$ cat src/rtl/timer_pkg.sv
// rtl/timer_pkg.sv - register offsets, bit indices and state encoding for the compare/irq timer
package timer_pkg;

  localparam int unsigned REG_COUNT  = 32'h00;
  localparam int unsigned REG_CMP    = 32'h04;
  localparam int unsigned REG_CTRL   = 32'h08;
  localparam int unsigned REG_STATUS = 32'h0C;
  localparam int unsigned REG_PERIOD = 32'h10;

  localparam int CTRL_ENABLE   = 0;
  localparam int CTRL_PERIODIC = 1;
  localparam int CTRL_IRQ_EN   = 2;

  localparam int STAT_PENDING = 0;
  localparam int STAT_OVERRUN = 1;

  typedef enum logic [1:0] {
    ST_IDLE  = 2'd0,
    ST_ARMED = 2'd1,
    ST_FIRED = 2'd2
  } state_e;

endpackage

$ cat src/rtl/timer_match.sv
// rtl/timer_match.sv - wrap-safe comparator: hit when count is at or past cmp within half the range
module timer_match (
  input  logic [31:0] count,
  input  logic [31:0] cmp,
  input  logic        enable,
  output logic        hit
);

  logic [31:0] diff;

  assign diff = count - cmp;
  assign hit  = enable && !diff[31];

endmodule

$ cat src/rtl/timer_compare_irq.sv
// rtl/timer_compare_irq.sv - compare/interrupt unit: register file, arm/fire FSM, periodic reload, read mux
module timer_compare_irq
  import timer_pkg::*;
#(
  parameter int ADDR_W = 5
) (
  input  logic              clk,
  input  logic              reset,
  input  logic [31:0]       counter_in,
  input  logic [ADDR_W-1:0] bus_addr,
  input  logic              bus_we,
  input  logic              bus_re,
  input  logic [31:0]       bus_wdata,
  output logic [31:0]       bus_rdata,
  output logic              irq
);

  state_e            state_q, state_d;
  logic [31:0]       cmp_q, cmp_d;
  logic [31:0]       period_q, period_d;
  logic [2:0]        ctrl_q, ctrl_d;
  logic              pending_q, pending_d;
  logic              overrun_q, overrun_d;
  logic [31:0]       bus_rdata_q, bus_rdata_d;

  logic [ADDR_W-1:0] addr_word;
  logic              wr_cmp, wr_ctrl, wr_status, wr_period;
  logic              armed, hit, reload;
  logic              clr_pending, clr_overrun;
  logic [31:0]       rd_mux;

  assign addr_word = bus_addr >> 2;
  assign wr_cmp    = bus_we && (addr_word == ADDR_W'(REG_CMP >> 2));
  assign wr_ctrl   = bus_we && (addr_word == ADDR_W'(REG_CTRL >> 2));
  assign wr_status = bus_we && (addr_word == ADDR_W'(REG_STATUS >> 2));
  assign wr_period = bus_we && (addr_word == ADDR_W'(REG_PERIOD >> 2));

  // Only the ARMED state may hit; FIRED and IDLE ignore the comparator.
  assign armed = (state_q == ST_ARMED) && ctrl_q[CTRL_ENABLE];

  timer_match u_match (
    .count  (counter_in),
    .cmp    (cmp_q),
    .enable (armed),
    .hit    (hit)
  );

  assign reload      = hit && ctrl_q[CTRL_PERIODIC] && (period_q != 32'd0);
  assign clr_pending = wr_status && bus_wdata[STAT_PENDING];
  assign clr_overrun = wr_status && bus_wdata[STAT_OVERRUN];

  always_comb begin
    cmp_d = cmp_q;
    if (reload) cmp_d = cmp_q + period_q;
    if (wr_cmp) cmp_d = bus_wdata;
    period_d  = wr_period ? bus_wdata : period_q;
    ctrl_d    = wr_ctrl ? bus_wdata[2:0] : ctrl_q;
    // A hit outranks a simultaneous clear, and that case is not an overrun.
    pending_d = (pending_q && !clr_pending) || hit;
    overrun_d = (overrun_q && !clr_overrun) || (hit && pending_q && !clr_pending);
  end

  always_comb begin
    state_d = state_q;
    case (state_q)
      ST_ARMED: if (hit && !reload) state_d = ST_FIRED;
      ST_FIRED: if (wr_cmp) state_d = ST_ARMED;
      default:  state_d = state_q;
    endcase
    if (wr_cmp && state_q == ST_ARMED) state_d = ST_ARMED;
    if (wr_ctrl) state_d = bus_wdata[CTRL_ENABLE] ? ST_ARMED : ST_IDLE;
  end

  always_comb begin
    rd_mux = 32'd0;
    case (addr_word)
      ADDR_W'(REG_COUNT >> 2):  rd_mux = counter_in;
      ADDR_W'(REG_CMP >> 2):    rd_mux = cmp_q;
      ADDR_W'(REG_CTRL >> 2):   rd_mux = {29'd0, ctrl_q};
      ADDR_W'(REG_STATUS >> 2): rd_mux = {30'd0, overrun_q, pending_q};
      ADDR_W'(REG_PERIOD >> 2): rd_mux = period_q;
      default:                  rd_mux = 32'd0;
    endcase
    bus_rdata_d = bus_re ? rd_mux : bus_rdata_q;
  end

  always_ff @(posedge clk or posedge reset) begin
    if (reset) begin
      state_q     <= ST_IDLE;
      cmp_q       <= 32'd0;
      period_q    <= 32'd0;
      ctrl_q      <= 3'd0;
      pending_q   <= 1'b0;
      overrun_q   <= 1'b0;
      bus_rdata_q <= 32'd0;
    end else begin
      state_q     <= state_d;
      cmp_q       <= cmp_d;
      period_q    <= period_d;
      ctrl_q      <= ctrl_d;
      pending_q   <= pending_d;
      overrun_q   <= overrun_d;
      bus_rdata_q <= bus_rdata_d;
    end
  end

  assign bus_rdata = bus_rdata_q;
  assign irq       = pending_q && ctrl_q[CTRL_IRQ_EN];

endmodule

$ cat config.mk
export PLATFORM = sky130hd
export DESIGN_NAME = timer_compare_irq
export DESIGN_NICKNAME = d
export VERILOG_FILES = /design/src/rtl/timer_pkg.sv /design/src/rtl/timer_match.sv /design/src/rtl/timer_compare_irq.sv
export SDC_FILE = /design/constraint.sdc
export NUM_CORES = 1
export LEC_CHECK = 0
export CORE_MARGIN = 2
export CORE_UTILIZATION = 45
export DETAILED_ROUTE_END_ITERATION = 12
export PLACE_DENSITY_LB_ADDON = 0.15
export SETUP_SLACK_MARGIN = 0.5
export SLEW_MARGIN = 20
export SYNTH_ARGS = -nofsm -noshare
export SYNTH_HDL_FRONTEND = slang
export SYNTH_SLANG_ARGS = --single-unit
$ cat constraint.sdc
create_clock -name clk -period 3.6 [get_ports clk]
set_input_delay 0.54 -clock clk [delete_from_list [all_inputs] [get_ports clk]]
set_output_delay 0.54 -clock clk [all_outputs]
set_load 0.1 [all_outputs]
==> impl_metrics.ini <==
[floorplan]
fp.dieArea_sq_um = 17100
die_w_um = 131
pin_count = 106
rows = 46
die_y_um = 131
initial_utilization = 0.457
core_area_sq_um = 15800

[worst_setup_path]
required_ns = 3.85
startpoint_type = flip-flop
cp-end-kind = flip-flop
worst-setup-path-type = flip-flop to flip-flop
crit_arrival_ns = 3.40
critPathMaxFanout = 3

[power]
ir_drop_v = 0.000413
p_leak_uw = 0.00425
power_uw = 7390
powerDensity_nw_per_um2 = 759

[hold_path]
hold_path.class = flip-flop to flip-flop

[route]
vias = 6718
ant_nets = 0
wl_per_cell_um = 18.8
drt_pass1_iterations = 5
vias_per_cell = 5.75
drc = 0
routed_wl_mm = 22.0
first_iter_violations = 328

[synth]
yosys.area.top_type = dfrtp_1
synth_cell_types = 65
syn-cell-area_sq_um = 7240
yosysWarnings = 0
synthFlopType = dfrtp_1
synth_edf_count = 0
ys_seq_area_frac = 0.356
syn_inst = 802
synth.most_common_cell = dfrtp_1
postSynthAreaPerCell_sq_um = 9.03
yosys_register_bits = 103
async_flop_share = 1.00
syn_nets = 937
synth_top_family_by_area = compound AO/OA/AOI/OAI gates
synth_common_cells = dfrtp_1, a21oi_1, inv_1, nor2_1, ha_1
synth-adder-area-share = 0.108
synth_area_leaders = dfrtp_1, ha_1, mux2i_1
muxShareOfSynthArea = 0.125
synth_compound_area_frac = 0.196
synth.top_cell.area_share = 0.356
synthSimpleGateAreaFrac = 0.130
synth-xor-area-share = 0.0266

[finish]
regArea_sq_um = 2580
stdcell_count = 1169
fin_area_sq_um = 9730
multi_input_area_sq_um = 4720
post-route-util = 0.615
num_antenna_cells = 0
fillCellCount = 1332
drive_above_1_share = 0.217
fin_nets = 1083
syn_to_final_growth_pct = 34.4

[timing]
fin_crit_sh = 0.874
fin_crit_ns = 3.15
drv_slew = 0
setup_viol = 0
tightestPinTransition_ns = 0.980
max_freq_ghz = 0.318
skew_ns = 0.0107
finalHoldViolCount = 0
rsz0062_at_grt = yes
setup_slack_ns = 0.453
maxSlewHeadroom = 0.345

[grt]
grt_pass1_wl_mm = 34.0
gr-usage-met3 = 0.0468
grt_pass1_vias = 6762
use_met2 = 0.450
overflow = 0
grt_max_degree = 104
track_usage = 0.256
grt.busiest_layer = met2
use_met1 = 0.314
antenna_found_initial = 0

[clocking]
tritoncts = built
root_buffer = clkbuf_16
clk_latency_ns = 0.36
ctsHtreeMaxLevel = 3
numCtsBuffers = 9
clk_pin_slew_ns = 0.07
holdBufCountCts = 0
cts.sinks = 103
clock_path_buffers = 2

[placed_design]
dpl_cell_area_sq_um = 8660
portBuffers = 103
place_ws_ns = -0.226
gp_congestion = 0.941
hpwl_mm = 15.1
placed_cells = 1112

[run_status]
status = finished, final reports clean

[flow_run]
max_cap_violations = 0
[metrics by stage]
stage,setup TNS (ns),hold slack [ns]
6_report,0,0.484
5_1_grt,0,0.506
4_1_cts,0,0.487
3_5_place_dp,-4.86,0.471
3_3_place_gp,-2.99,0.469
2_1_floorplan,0,0.460
[flip-flops by register name (all words and copies together) (netlist names)]
signal and count:
overrun_q 1, pending_q 1, bus_rdata 32, period_q 32
cmp_q 32, ctrl_q 3, state_q 2
[layer usage]
metal	up-vias	wire, um
met5	-	0
met4	0	579
met3	47	884
met2	190	11000
met1	3290	9490
li1	3191	-
[what timing repair did]
action	CTS	global route
buffers inserted	14	25
endpoints found under the setup margin	33	32
pin swaps	41	47
gates cloned	0	2
gates resized for setup	55	50
[cell type report]
class,instances,area share
Multi-Input combinational cell,590,0.485
Sequential cell,103,0.265
Timing Repair Buffer,172,0.164
Inverter,72,0.0282
Tap cell,216,0.0278
Clock buffer,12,0.0253
Clock inverter,4,0.00463
[worst paths after layout]
check | depth (start not counted) | end | slack (ns) | start
setup / recovery | 13 | cmp_q[30] | 0.45 | cmp_q[0]
hold / removal | 1 | bus_rdata[1] | 0.48 | bus_rdata[1]
setup reg to reg | 13 | cmp_q[30] | 0.45 | cmp_q[0]
hold reg to reg | 1 | bus_rdata[1] | 0.48 | bus_rdata[1]
max in group asynchronous | 3 | bus_rdata[8] | 2.42 | reset
min in group asynchronous | 3 | bus_rdata[19] | 0.63 | reset
[kinds of logic (layout without fill, tap and decap cells)]
logic type,count (synthesis),in the layout
DFF,103,103
adders and majority gates,62,62
AOI/OAI and AO/OA,226,226
muxes,86,86
xor gates and xnor gates,22,22
buffers and inverters,109,260
and+or+nand+nor,194,194
[power breakdown]
| part | total (uW) | leakage, uW | internal [uW] | switching [uW] |
|---|---|---|---|---|
| sequential | 1860 | 0.00127 | 1480 | 384 |
| combinational | 4510 | 0.00283 | 2100 | 2410 |
| clock | 1010 | 0.000146 | 556 | 457 |
| total | 7390 | 0.00425 | 4140 | 3250 |
[critical path, cell delays in order, from the launching register on]
cell      delay (ns)
dfrtp_1         0.39
ha_2            0.20
inv_2           0.06
fa_2            0.22
nor2b_2         0.05
o31a_1          0.28
o211ai_2        0.28
a31oi_4         0.15
a311oi_2        0.25
a21oi_2         0.07
a22o_1          0.25
o211a_1         0.24
a311o_1         0.31
a221o_1         0.29
[placed cells by master, fill, tap and decap left out, types with 29 or more instances in the layout]
cell type	netlist	routed
ha_1	61	38
o22ai_1	29	29
clkdlybuf4s50_1	0	82
mux2_2	38	38
mux2i_1	48	48
nor2_1	67	66
a21oi_1	75	68
inv_1	72	67
nand2_1	52	51
buf_4	0	59
dfrtp_1	103	101
Power figures use the tool's default switching activity.
